==> src/rtl/addsub_arbiter_pkg.sv <==
// Shared definitions for the add/sub arbiter: op codes and sequencer states.
package addsub_arbiter_pkg;

  typedef enum logic {
    OP_ADD = 1'b0,
    OP_SUB = 1'b1
  } op_e;

  typedef enum logic [1:0] {
    S_IDLE = 2'd0,
    S_EXEC = 2'd1,
    S_RESP = 2'd2
  } state_e;

endpackage

==> src/rtl/addsub_arbiter_rr_arbiter.sv <==
// Combinational round-robin arbiter: searches from last+1 upward (mod N_REQ)
// and returns a one-hot grant plus its index.
module rr_arbiter #(
  parameter int N_REQ = 4
) (
  input  logic [N_REQ-1:0]         req,
  input  logic [$clog2(N_REQ)-1:0] last,
  output logic [N_REQ-1:0]         grant,
  output logic [$clog2(N_REQ)-1:0] grant_idx
);

  localparam int IDW = $clog2(N_REQ);

  logic [IDW-1:0] cand;
  logic           found;

  always_comb begin
    grant     = '0;
    grant_idx = '0;
    found     = 1'b0;
    cand      = '0;
    for (int unsigned k = 1; k <= N_REQ; k++) begin
      cand = IDW'((32'(last) + k) % N_REQ);
      if (!found && req[cand]) begin
        found     = 1'b1;
        grant_idx = cand;
      end
    end
    grant = N_REQ'(found) << grant_idx;
  end

endmodule

==> src/rtl/addsub_arbiter.sv <==
// Round-robin sequencer sharing one registered signed add/sub unit with
// overflow detection among N_REQ requesters; one operation in flight at a time.
module addsub_arbiter
  import addsub_arbiter_pkg::*;
#(
  parameter int N_REQ = 4,
  parameter int WIDTH = 32
) (
  input  logic                     clk,
  input  logic                     rst,
  input  logic [N_REQ-1:0]         req_valid,
  output logic [N_REQ-1:0]         req_ready,
  input  logic [N_REQ-1:0]         req_op,
  input  logic [N_REQ*WIDTH-1:0]   req_a,
  input  logic [N_REQ*WIDTH-1:0]   req_b,
  output logic                     rsp_valid,
  input  logic                     rsp_ready,
  output logic [$clog2(N_REQ)-1:0] rsp_id,
  output logic [WIDTH-1:0]         rsp_sum,
  output logic                     rsp_ovf
);

  localparam int IDW = $clog2(N_REQ);

  state_e         state_q, state_d;
  logic [IDW-1:0] last_q, last_d;
  logic [WIDTH-1:0] a_q, a_d, b_q, b_d;
  op_e            op_q, op_d;
  logic [WIDTH-1:0] sum_q, sum_d;
  logic           ovf_q, ovf_d;
  logic [IDW-1:0] rsp_id_q, rsp_id_d;

  logic [N_REQ-1:0] grant;
  logic [IDW-1:0]   grant_idx;
  logic [WIDTH-1:0] b_eff, sum_w;
  logic             ovf_w;

  rr_arbiter #(.N_REQ(N_REQ)) u_rr (
    .req      (req_valid),
    .last     (last_q),
    .grant    (grant),
    .grant_idx(grant_idx)
  );

  // Sub is a + ~b + 1; testing overflow against the inverted b folds the
  // add and sub overflow rules into one expression.
  always_comb begin
    b_eff = (op_q == OP_SUB) ? ~b_q : b_q;
    sum_w = a_q + b_eff + WIDTH'(op_q == OP_SUB);
    ovf_w = (a_q[WIDTH-1] == b_eff[WIDTH-1]) && (sum_w[WIDTH-1] != a_q[WIDTH-1]);
  end

  always_comb begin
    state_d   = state_q;
    last_d    = last_q;
    a_d       = a_q;
    b_d       = b_q;
    op_d      = op_q;
    sum_d     = sum_q;
    ovf_d     = ovf_q;
    rsp_id_d  = rsp_id_q;
    req_ready = '0;
    unique case (state_q)
      S_IDLE: begin
        if (|req_valid) begin
          req_ready = grant;
          a_d       = req_a[grant_idx*WIDTH +: WIDTH];
          b_d       = req_b[grant_idx*WIDTH +: WIDTH];
          op_d      = op_e'(req_op[grant_idx]);
          last_d    = grant_idx;
          state_d   = S_EXEC;
        end
      end
      S_EXEC: begin
        sum_d    = sum_w;
        ovf_d    = ovf_w;
        rsp_id_d = last_q;
        state_d  = S_RESP;
      end
      S_RESP: begin
        if (rsp_ready) state_d = S_IDLE;
      end
      default: state_d = S_IDLE;
    endcase
  end

  always_ff @(posedge clk) begin
    if (rst) begin
      state_q  <= S_IDLE;
      last_q   <= IDW'(N_REQ - 1);
      a_q      <= '0;
      b_q      <= '0;
      op_q     <= OP_ADD;
      sum_q    <= '0;
      ovf_q    <= 1'b0;
      rsp_id_q <= '0;
    end else begin
      state_q  <= state_d;
      last_q   <= last_d;
      a_q      <= a_d;
      b_q      <= b_d;
      op_q     <= op_d;
      sum_q    <= sum_d;
      ovf_q    <= ovf_d;
      rsp_id_q <= rsp_id_d;
    end
  end

  assign rsp_valid = (state_q == S_RESP);
  assign rsp_id    = rsp_id_q;
  assign rsp_sum   = sum_q;
  assign rsp_ovf   = ovf_q;

endmodule
==> config.mk <==
export PLATFORM = sky130hd
export DESIGN_NAME = addsub_arbiter
export DESIGN_NICKNAME = d
export VERILOG_FILES = /design/src/rtl/addsub_arbiter_pkg.sv /design/src/rtl/addsub_arbiter_rr_arbiter.sv /design/src/rtl/addsub_arbiter.sv
export SDC_FILE = /design/constraint.sdc
export NUM_CORES = 1
export LEC_CHECK = 0
export CAP_MARGIN = 20
export CORE_MARGIN = 4
export CORE_UTILIZATION = 50
export DETAILED_ROUTE_END_ITERATION = 12
export DONT_BUFFER_PORTS = 1
export PLACE_DENSITY = 0.63
export SYNTH_ARGS = -nofsm -noshare
export SYNTH_HDL_FRONTEND = slang
export SYNTH_SLANG_ARGS = --single-unit
export TNS_END_PERCENT = 30
==> constraint.sdc <==
create_clock -name clk -period 9.3 [get_ports clk]
set_input_delay 1.395 -clock clk [delete_from_list [all_inputs] [get_ports clk]]
set_output_delay 1.395 -clock clk [all_outputs]
set_load 0.01 [all_outputs]
==> run metrics <==
outcome=finished, final reports clean; post-synth top area cell=dfxtp_1; Mapped Avg Cell Area=7.31 µm²; total gr overflow=0; synth cell count leaders=261 x nand2_1, 113 x a21oi_1, 104 x dfxtp_1; total track usage=27.0%; Site Rows=45; YS warnings=0; Die Span X=133 µm; worst skew pair latency=0.36 ns; Initial Utilization=51.3%; Worst Max-Slew Pin Slew=0.926 ns; unrepaired setup endpoints after global routing=false; initial antenna violation count=0; family with the most delay on the worst path=compound AO/OA/AOI/OAI gates; Fin. Hold Viols=0; Rel. slew slack=38.0%; CP endpoint kind=output port; total CTS buffers=9; internal power=1.03 mW; Syn Inst Count=1075; routed vias=7642; post-synth cell types=62; sw frac=43.4%; crit path max fanout=48; max_cap viols=0; CTS tree=done; Pleak=3.07 nW; core area=15300 µm²; Main synth FF type=dfxtp_1; IR Drop Worst-Case VDD=0.105 mV; fin crit share=43.8%; Setup Viol. Count Final=0; H-tree depth=3; EDFF count, synth=0; hold buffer count at CTS=0; # diodes=0; synth top area cells=dfxtp_1 26%, nand2_1 12%, a311o_1 8.5%; Crit Path Class=input pin to output port; first-pass GRT wire length=39000 µm; drt total wl=25100 µm; Buffers on Ports=0; Sequential Power Share=33.3%; post-DR wirelength/cell=20.5 µm; hold_ws=0.463 ns; Syn Nets=1373; post-DP HPWL=19300 µm; Slowest cell on crit path=a211o_4; Clock Path Buffers=2; post-route cell area=8150 µm²; final antenna-violating net count=0; Pwr per Cell Area=224 nW/µm²; Comb pwr share=46.4%; Synth-to-Final Area Change=3.71%; Synth top area share=26.5%; FFs w/ async S/R, synth=0%; share of cells above drive strength 1=4.05%; Worst setup SP type=input pin; vias in the first global route=7126; total negative slack=0 ns; initial drt markers=626; Required @ worst endpoint=7.91 ns; data arrival time of the worst path=2.68 ns; nets=1306; Switch Pwr=0.793 mW; Critical Path Max Stage Delay=0.54 ns; WP buf/inv=0; die area=17800 µm²; post-CTS resize count=0; setup bufs post-CTS=0; Mapped Area=7860 µm²; largest net degree at the start of global routing=100; Pre-Repair DR Iteration Count=5; Pwr Total=1.83 mW; clk sink count=104; clock network fraction of design power=20.3%; min Tclk post-route=4.08 ns; Fmax=0.245 GHz; max-slew violations=0; Chip Height=133 µm; Hold WC Path Type=register to register; Placed Instance Area=7870 µm²; Layout Skew=0.0124 ns; number of I/O pins=307; Final Wtd Congestion=0.911; top-count cell post-synth=nand2_1; Vias/cell=6.24; ordered list of cells on the worst path=nor2_1 -> a211o_4 -> a211o_1 -> nor2b_1; Yosys reg bits=104; # DRC=0; post-synthesis sequential area ratio=26.5%; clk slew on worst S/H paths=0.08 ns; Root Driver=clkbuf_16
==> state kept, by name (all words and copies together), names as in the netlist <==
register,count
a_q,32
b_q,32
rsp_sum,32
last_q,2
rsp_id,2
state_q,2
op_q,1
rsp_ovf,1
==> power groups by stage <==
stage	clock, mW	combinational (mW)	sequential (mW)
after floorplan	0	0.681	0.583
after global placement	0	0.829	0.617
after detailed placement	0	0.834	0.619
after CTS	0.378	0.838	0.609
after global routing	0.395	0.947	0.618
final	0.372	0.848	0.608
==> cell type report <==
cell class	count	area (µm²)
sequential	104	2080
clock inverter	5	40.0
multi-input combinational	878	5430
timing repair buffer	9	67.6
tap	211	264
fill	1537	7160
clock buffer	11	243
inverter	6	22.5
==> tightest hold or removal path, stage by stage, from the launching register on <==
cell,delay (ns)
dfxtp_1,0.32
nand2_1,0.05
a21oi_1,0.05
==> final timing paths <==
check	cells after the start	startpoint	slack [ns]	to
max reg2reg	9	op_q$_SDFFE_PP0P_	5.62	rsp_sum[29]$_SDFFE_PP0N_
max	4	req_valid[3]	5.22	req_ready[0]
min reg2reg	2	a_q[18]$_SDFFE_PP0P_	0.46	a_q[18]$_SDFFE_PP0P_
min	2	a_q[18]$_SDFFE_PP0P_	0.46	a_q[18]$_SDFFE_PP0P_
==> cells by family after synthesis <==
logic type	synth area share (%)
compound gates	32.0
fa+ha+maj	5.03
simple gates	25.6
xor+xnor	5.57
flops	26.5
buf+inv	4.84
mux	0.525
==> layer usage <==
layer / up-vias / part of all wire (%) / global-route usage, %
met5: - / 0 / 0
met4: 0 / 1.6 / 6.63
met3: 26 / 6.4 / 4.95
met2: 265 / 46 / 42.2
met1: 3609 / 46 / 38.8
li1: 3742 / - / -
==> metrics by stage <==
step / util, % / instances / setup WS [ns]
after floorplan: - / 1075 / 5.10
after global placement: 51.4 / 1208 / 5.24
after detailed placement: 51.4 / 1208 / 5.22
after CTS: 53.2 / 1224 / 5.22
after global routing: 53.2 / 1224 / 5.16
final: 53.2 / 1224 / 5.22
==> cells in the final DEF (no fill, tap or decap), types with 6 or more instances in the layout <==
cell / count
ha_1: 30
o211ai_1: 7
xnor2_1: 11
o21a_1: 10
nand3_1: 8
nand2b_1: 12
inv_1: 6
a21o_1: 10
buf_4: 9
nor3_1: 15
dfxtp_1: 103
clkbuf_16: 9
a211oi_1: 71
nor2b_1: 72
xor2_1: 39
nand4_1: 8
a21oi_1: 113
nand2_1: 261
o21ai_0: 31
a311o_1: 67
nor2_1: 31
Note: power is estimated with default switching activity, not from simulation.
